File: src/rtl/resp_arb.sv
// Two-requester packet arbiter feeding the shared SRIO tresp stream.
// A granted requester owns the output until its tlast beat transfers; round-robin between packets.
module resp_arb #(
    parameter int CNT_W = 16
) (
    input  logic             log_clk,
    input  logic             log_rst,
    input  logic             s0_tvalid,
    input  logic             s0_tlast,
    input  logic [63:0]      s0_tdata,
    input  logic [7:0]       s0_tkeep,
    input  logic [31:0]      s0_tuser,
    output logic             s0_tready,
    input  logic             s1_tvalid,
    input  logic             s1_tlast,
    input  logic [63:0]      s1_tdata,
    input  logic [7:0]       s1_tkeep,
    input  logic [31:0]      s1_tuser,
    output logic             s1_tready,
    output logic             m_tvalid,
    output logic             m_tlast,
    output logic [63:0]      m_tdata,
    output logic [7:0]       m_tkeep,
    output logic [31:0]      m_tuser,
    input  logic             m_tready,
    output logic [1:0]       grant,
    output logic [CNT_W-1:0] pkt_cnt0,
    output logic [CNT_W-1:0] pkt_cnt1
);

    typedef enum logic [1:0] {
        IDLE  = 2'd0,
        LOCK0 = 2'd1,
        LOCK1 = 2'd2
    } state_t;

    state_t           state_reg;
    logic             prio_reg;
    logic [1:0]       src_last;
    logic [1:0]       pkt_done;
    logic             beat_xfer;
    logic [CNT_W-1:0] cnt_out [2];

    assign src_last  = {s1_tlast, s0_tlast};
    assign beat_xfer = m_tvalid && m_tready;

    always_comb begin
        grant = 2'b00;
        case (state_reg)
            LOCK0:   grant = 2'b01;
            LOCK1:   grant = 2'b10;
            default: grant = 2'b00;
        endcase
    end

    // Output mux is purely combinational from the registered owner, so the
    // source keeps full AXI-stream handshake semantics through the arbiter.
    always_comb begin
        m_tvalid  = 1'b0;
        m_tlast   = 1'b0;
        m_tdata   = '0;
        m_tkeep   = '0;
        m_tuser   = '0;
        s0_tready = 1'b0;
        s1_tready = 1'b0;
        case (state_reg)
            LOCK0: begin
                m_tvalid  = s0_tvalid;
                m_tlast   = s0_tlast;
                m_tdata   = s0_tdata;
                m_tkeep   = s0_tkeep;
                m_tuser   = s0_tuser;
                s0_tready = m_tready;
            end
            LOCK1: begin
                m_tvalid  = s1_tvalid;
                m_tlast   = s1_tlast;
                m_tdata   = s1_tdata;
                m_tkeep   = s1_tkeep;
                m_tuser   = s1_tuser;
                s1_tready = m_tready;
            end
            default: ;
        endcase
    end

    always_ff @(posedge log_clk or posedge log_rst) begin
        if (log_rst) begin
            state_reg <= IDLE;
            prio_reg  <= 1'b0;
        end else begin
            case (state_reg)
                IDLE: begin
                    if (s0_tvalid && (!s1_tvalid || !prio_reg))
                        state_reg <= LOCK0;
                    else if (s1_tvalid)
                        state_reg <= LOCK1;
                end
                LOCK0: begin
                    if (pkt_done[0]) begin
                        state_reg <= IDLE;
                        prio_reg  <= 1'b1;
                    end
                end
                LOCK1: begin
                    if (pkt_done[1]) begin
                        state_reg <= IDLE;
                        prio_reg  <= 1'b0;
                    end
                end
                default: state_reg <= IDLE;
            endcase
        end
    end

    // Per-requester completion counters; free-running wrap is intended.
    for (genvar gi = 0; gi < 2; gi++) begin : g_cnt
        logic [CNT_W-1:0] cnt_reg;

        assign pkt_done[gi] = grant[gi] && beat_xfer && src_last[gi];
        assign cnt_out[gi]  = cnt_reg;

        always_ff @(posedge log_clk or posedge log_rst) begin
            if (log_rst)
                cnt_reg <= '0;
            else if (pkt_done[gi])
                cnt_reg <= cnt_reg + 1'b1;
        end
    end

    assign pkt_cnt0 = cnt_out[0];
    assign pkt_cnt1 = cnt_out[1];

endmodule

File: config.mk
export PLATFORM = sky130hd
export DESIGN_NAME = resp_arb
export DESIGN_NICKNAME = d
export VERILOG_FILES = /design/src/rtl/resp_arb.sv
export SDC_FILE = /design/constraint.sdc
export NUM_CORES = 1
export LEC_CHECK = 0
export ABC_CLOCK_PERIOD_IN_PS = 5210
export CELL_PAD_IN_SITES_DETAIL_PLACEMENT = 2
export CELL_PAD_IN_SITES_GLOBAL_PLACEMENT = 2
export CORE_MARGIN = 1.5
export CORE_UTILIZATION = 14
export DETAILED_ROUTE_END_ITERATION = 8
export PLACE_DENSITY = 0.86
export SLEW_MARGIN = 20
export SYNTH_ARGS = -nofsm -noshare
export SYNTH_HDL_FRONTEND = slang
export SYNTH_SLANG_ARGS = --single-unit
File: constraint.sdc
create_clock -name log_clk -period 5.21 [get_ports log_clk]
set_input_delay 1.042 -clock log_clk [delete_from_list [all_inputs] [get_ports log_clk]]
set_output_delay 1.042 -clock log_clk [all_outputs]
set_load 0.005 [all_outputs]
---- Word level (Yosys, flattened, before mapping) ----
Index checks and enable logic that the tools add are counted.
Widths: inputs -> output; s select.
cells by class
  add/sub/neg operators ................... 2
  multipliers ............................. 0
  divide/modulo/power cells ............... 0
  magnitude comparators ................... 0
  equality and inequality tests ........... 5
  shift-type cells ........................ 0
  mux-type cells .......................... 16
  bitwise gates (word level) .............. 0
  reductions and logical operators ........ 13
operator list
  kind                   number
  $pmux 64 s2            1
  $pmux 32 s2            1
  $add 16x1->16 const B  2
  $pmux 8 s2             1
  $mux 2                 4
  $logic_and 1x1->1      6
  $pmux 1 s2             3
  $pmux 2 s3             1
  $reduce_and 3->1       2
  $mux 1                 4
  $ne 2x2->1 const B     2
  $pmux 2 s2             1
  $ne 3x3->1 const B     1
  $eq 2x1->1 const B     1
  $eq 2x2->1 const B     1
  $logic_not 1->1        2
  $logic_not 2->1        1
  $reduce_bool 2->1      1
  $logic_or 1x1->1       1
storage, ports and cells
  register bits ........................... 35
  bits in latches ......................... 0
  RAM bits ................................ 0
  bits in read-only memories .............. 0
  input port bits ......................... 215
  memories ................................ 0

---- Depth between registers and ports, before layout ----
  depth in word-level cells ............... 7
  mapped depth ............................ 7
  depth with buffers taken out ............ 6

---- Worst setup path before layout ----
No wires, ideal clock.
  kind .................................... input to output
  from .................................... in s1_tvalid
  to ...................................... out m_tvalid
  arrival time ............................ 1.644 ns
  data required time ...................... 4.168 ns
  slack ................................... 2.524 ns
  cell stages on the path ................. 2
  cells stage by stage .................... a22oi_2 -> nor2b_1
on the way
  longest elaborated chain between the ends .. 1
ends and longest elaborated chain
  item         line  source
  from (decl)  14    input logic s1_tvalid,
  $pmux 1 s2   66    case (state_reg)
  to (decl)    20    output logic m_tvalid,
Every way passes these cells.

---- Worst setup path in the final report ----
Same ends and word-level chain as after synthesis.

==> results by stage <==
Outcome:
- The flow ran to the end, and the final reports show no timing, DRC or antenna violations.

CTS:
- Clock latency on the worst-skew pair, taken at its later pin, is ~280 ps.
- Post-CTS timing repair inserted 0 buffers for setup.
- The number of hold-repair buffers added at the cts stage is 0.
- The number of buffers on the longest clock path is 2.
- The H-tree was split into 2 levels.
- After clock tree synthesis, the clock-pin slew on the worst setup and hold paths is about 50 ps.
- In this run the clock root is driven by a clkbuf_16.
- The clock sink total is 35.
- The CTS tree is built.
- The CTS buffer count is 5.
- The number of gates given a new drive strength after cts is 0.

Global routing:
- The sum of overflow across all layers after global routing is 0.
- The aggregate global-route resource usage is 0.1513.
- The initial antenna violation count came to 1.
- Entering global routing, the biggest net connects 71 pins.
- The number of global-route vias before repair is roughly 5000.
- The wire length of the first global-routing pass is roughly 29000 microns.

Finish:
- The library cell used most frequently in the layout, excluding fill and tap cells, is clkdlybuf4s50_1.
- Compared with the post-synthesis result, the final layout area differs by 123.2%.
- The fraction of layout cells with a size suffix above 1 is 0.03429.
- In the layout the commonest cells are clkdlybuf4s50_1, nor2b_1, a22oi_1, dfrtp_1, xnor2_1.
- The number of filler cells placed in the layout is between 2000 and 3000.
- The final standard cell area without fillers is approximately 0.0074 sq mm.
- At the end of the flow, the number of nets in the layout was 948.

Yosys:
- After synthesis, the mean cell area works out to 8.394 sq um.
- The share of async-settable or async-resettable flops after synthesis is 1.000.
- After synthesis the netlist holds a flip-flop and latch count of 35.
- The cell type with the largest total area after synthesis is dfrtp_1.
- After synthesis, the cell types taking the most area are dfrtp_1, a22oi_1, nor2b_1, xnor2_1, clkbuf_1.
- The synthesized netlist contains 36 unique library cells.
- The count of flip-flops with a built-in enable after synthesis is 0.
- When the netlist entered floorplanning its net count stood at just over 600.
- Counting every instance in the synthesized netlist gives 395.
- The Yosys warning count is 0.
- For this run, the register share of the synthesized area comes to 0.2642.
- The commonest register cell after synthesis is dfrtp_1.
- The post-synth design cell area is between 0.003 and 0.004 sq mm.
- The share of synthesized area in the top cell type comes to 0.2642.

Power:
- For this design the static power due to leakage is roughly 2.6 nW.
- The power density relative to cell area is 334.2 mW/mm^2.
- IR analysis of the VDD net gives a maximum drop of approximately 260 uV.

Detailed routing:
- The average routed wire per standard cell is between 15 and 20 microns.
- The first detailed-routing pass took 4 iterations.
- The mean number of vias per cell is between 4 and 5.
- The total wire length is 19540 microns.
- In the routed design, unresolved DRC markers number 0.
- Summing over every cut layer, the via total after detailed routing is between 4000 and 5000.
- The detail route stage leaves a number of antenna-violating nets equal to 0.
- After the first detailed-routing iteration, the DRC count stood at around 180.

Worst setup path:
- STA puts the critical path data arrival time at 2780 ps.
- The biggest fanout along the worst timing path is 9.
- The data required time at the worst endpoint is 4170 ps.
- The slowest stage cell on the critical path is a22oi_2.
- For the worst flop-to-flop path, the logic depth is 7.
- The cell repeated most along the worst path is clkdlybuf4s50_1.
- STA classifies the critical path endpoint as an output port.
- The delay contributed by the slowest stage of the critical path is about 630 ps.
- The endpoint identified for the worst register-to-register timing path is pkt_cnt0[14].
- Traced cell by cell, the critical path runs through clkdlybuf4s50_1 > a22oi_2 > nor2b_1 > clkdlybuf4s50_1.
- For flop-to-flop paths, the worst setup slack is ~2400 ps.
- The kind of launch point of the worst setup path is an input port.
- By startpoint and endpoint, the worst setup path is classified as input port to output port.
- The startpoint identified for the worst register-to-register timing path is state_reg[0].

Timing:
- Setup repair after global routing left no endpoint under its margin.
- The count of final setup violators is 0.
- The number of max-slew violations in the final report is 0.
- The final number of hold-violating endpoints came to 0.
- Across all setup checks in the final design, the least slack found is 1386 ps.
- For the pin with the worst max-slew slack, the measured transition is between 800 and 900 ps.
- The tightest hold path in the finished design has a slack of between 400 and 500 ps.
- The smallest clock period supported by the final layout is computed as about 3800 ps.
- The fmax is approximately 260 MHz.
- The remaining max-slew budget at the tightest pin is 0.4080.
- Of the available clock period, the critical path in the final layout requires 0.7340.
- In the final timing run, aggregate negative setup slack is 0 ps.
- The worst clock skew on the final layout is about 4.3 ps.

Place:
- The worst setup timing slack at the placement stage is roughly 1400 ps.
- The total of buffers placed on input and output ports is 356.
- The routability congestion estimate from global placement is ~0.79.
- Detailed placement ended at an HPWL of roughly 16000 microns.
- Summing all placed instances gives a cell area of approximately 0.0072 sq mm.

Job:
- The total of max-cap violations is 0.

Hold path:
- The startpoint identified for the worst hold timing path is pkt_cnt1[15].
- The cell depth of the worst hold path is 1.
- The class of the worst hold path is flop to flop.
- The path with the worst hold slack has its endpoint at pkt_cnt1[15].

Floorplan:
- For this configuration, the core starts out at a cell density of 0.1421.
- The floorplan has 56 rows.
- The die boundary height is 156.9 microns.
- During I/O placement, the number of pins put on the boundary was between 300 and 400.
- The floorplan step defined a die boundary enclosing around 0.025 sq mm.
- Measured along the x axis, the die boundary spans around 160 microns.
- The core region is about 0.023 sq mm.
## stage by stage
| step | power, W | std cells | utilization |
|---|---|---|---|
| 6_report | 0.002473 | 1049 | 0.3172 |
| 5_1_grt | 0.002653 | 1049 | 0.3172 |
| 4_1_cts | 0.002524 | 1048 | 0.3171 |
| 3_5_place_dp | 0.002191 | 1040 | 0.3104 |
| 3_3_place_gp | 0.002150 | 1040 | 0.3104 |
| 2_1_floorplan | 0.001202 | 395 | - |
## metal layers
layer / track usage / up-vias / share of wire
li1: - / 2107 / -
met1: 0.1725 / 2221 / 0.39
met2: 0.2781 / 198 / 0.52
met3: 0.03910 / 20 / 0.076
met4: 0.03900 / 0 / 0.018
met5: 0 / - / 0
## where the power goes
part           switching, W  internal (W)  total, W
Combinational      0.000827       0.00102   0.00185
Sequential        0.0000189      0.000289  0.000308
Clock              0.000110      0.000203  0.000314
## worst max-delay path by stage
| stage | start | endpoint | slack, ps | depth (start not counted) |
|---|---|---|---|---|
| after floorplan | s1_tvalid | m_tvalid | 2520 | 2 |
| final | s1_tvalid | m_tvalid | 1390 | 4 |
| after CTS | state_reg[1] | m_tkeep[2] | 1380 | 6 |
| after detailed placement | s1_tvalid | m_tvalid | 1380 | 4 |
| after global placement | s1_tvalid | m_tvalid | 1430 | 4 |
| after global routing | state_reg[1] | m_tkeep[2] | 1250 | 6 |
## cells by family (layout without fill, tap and decap cells)
family                     after synthesis  count (layout)  share of synthesized area
muxes                                    3               3                   0.009811
AOI/OAI and AO/OA                      112             112                     0.2532
DFF                                     35              35                     0.2642
other                                    0               1                          0
and+or+nand+nor                        170             170                     0.3268
adders and majority gates                5               5                    0.01887
buffers and inverters                   40             374                    0.04792
xor gates and xnor gates                30              30                    0.07924
## area by class of cell
type	instances	area, sq um	area share
inverter	4	15.01	0.002029
timing repair buffer	362	3633	0.4910
clock buffer	8	156.4	0.02113
multi-input combinational	320	2318	0.3133
antenna	1	2.502	0.0003381
sequential	35	875.8	0.1183
tap	319	399.1	0.05393
## synth_stat cells, types with 2 or more instances
cell and count:
dfrtp_1 35, a21oi_1 2, buf_2 4, and3_1 8, inv_1 4, nor4_4 2
nor2b_1 106, and2_1 3, nand2_1 16, and4_1 2, nand4_1 8, xor2_1 5
a22oi_1 105, nor2_1 4, nand3_1 12, clkbuf_1 20, xnor2_1 25, buf_1 11
mux2_2 2, ha_1 5
## critical path, delay by kind of cell
family          cells  cell delay (ps)
buf+inv             2             1000
compound gates      1              630
simple gates        1              110
Note: power is estimated with default switching activity, not from simulation.
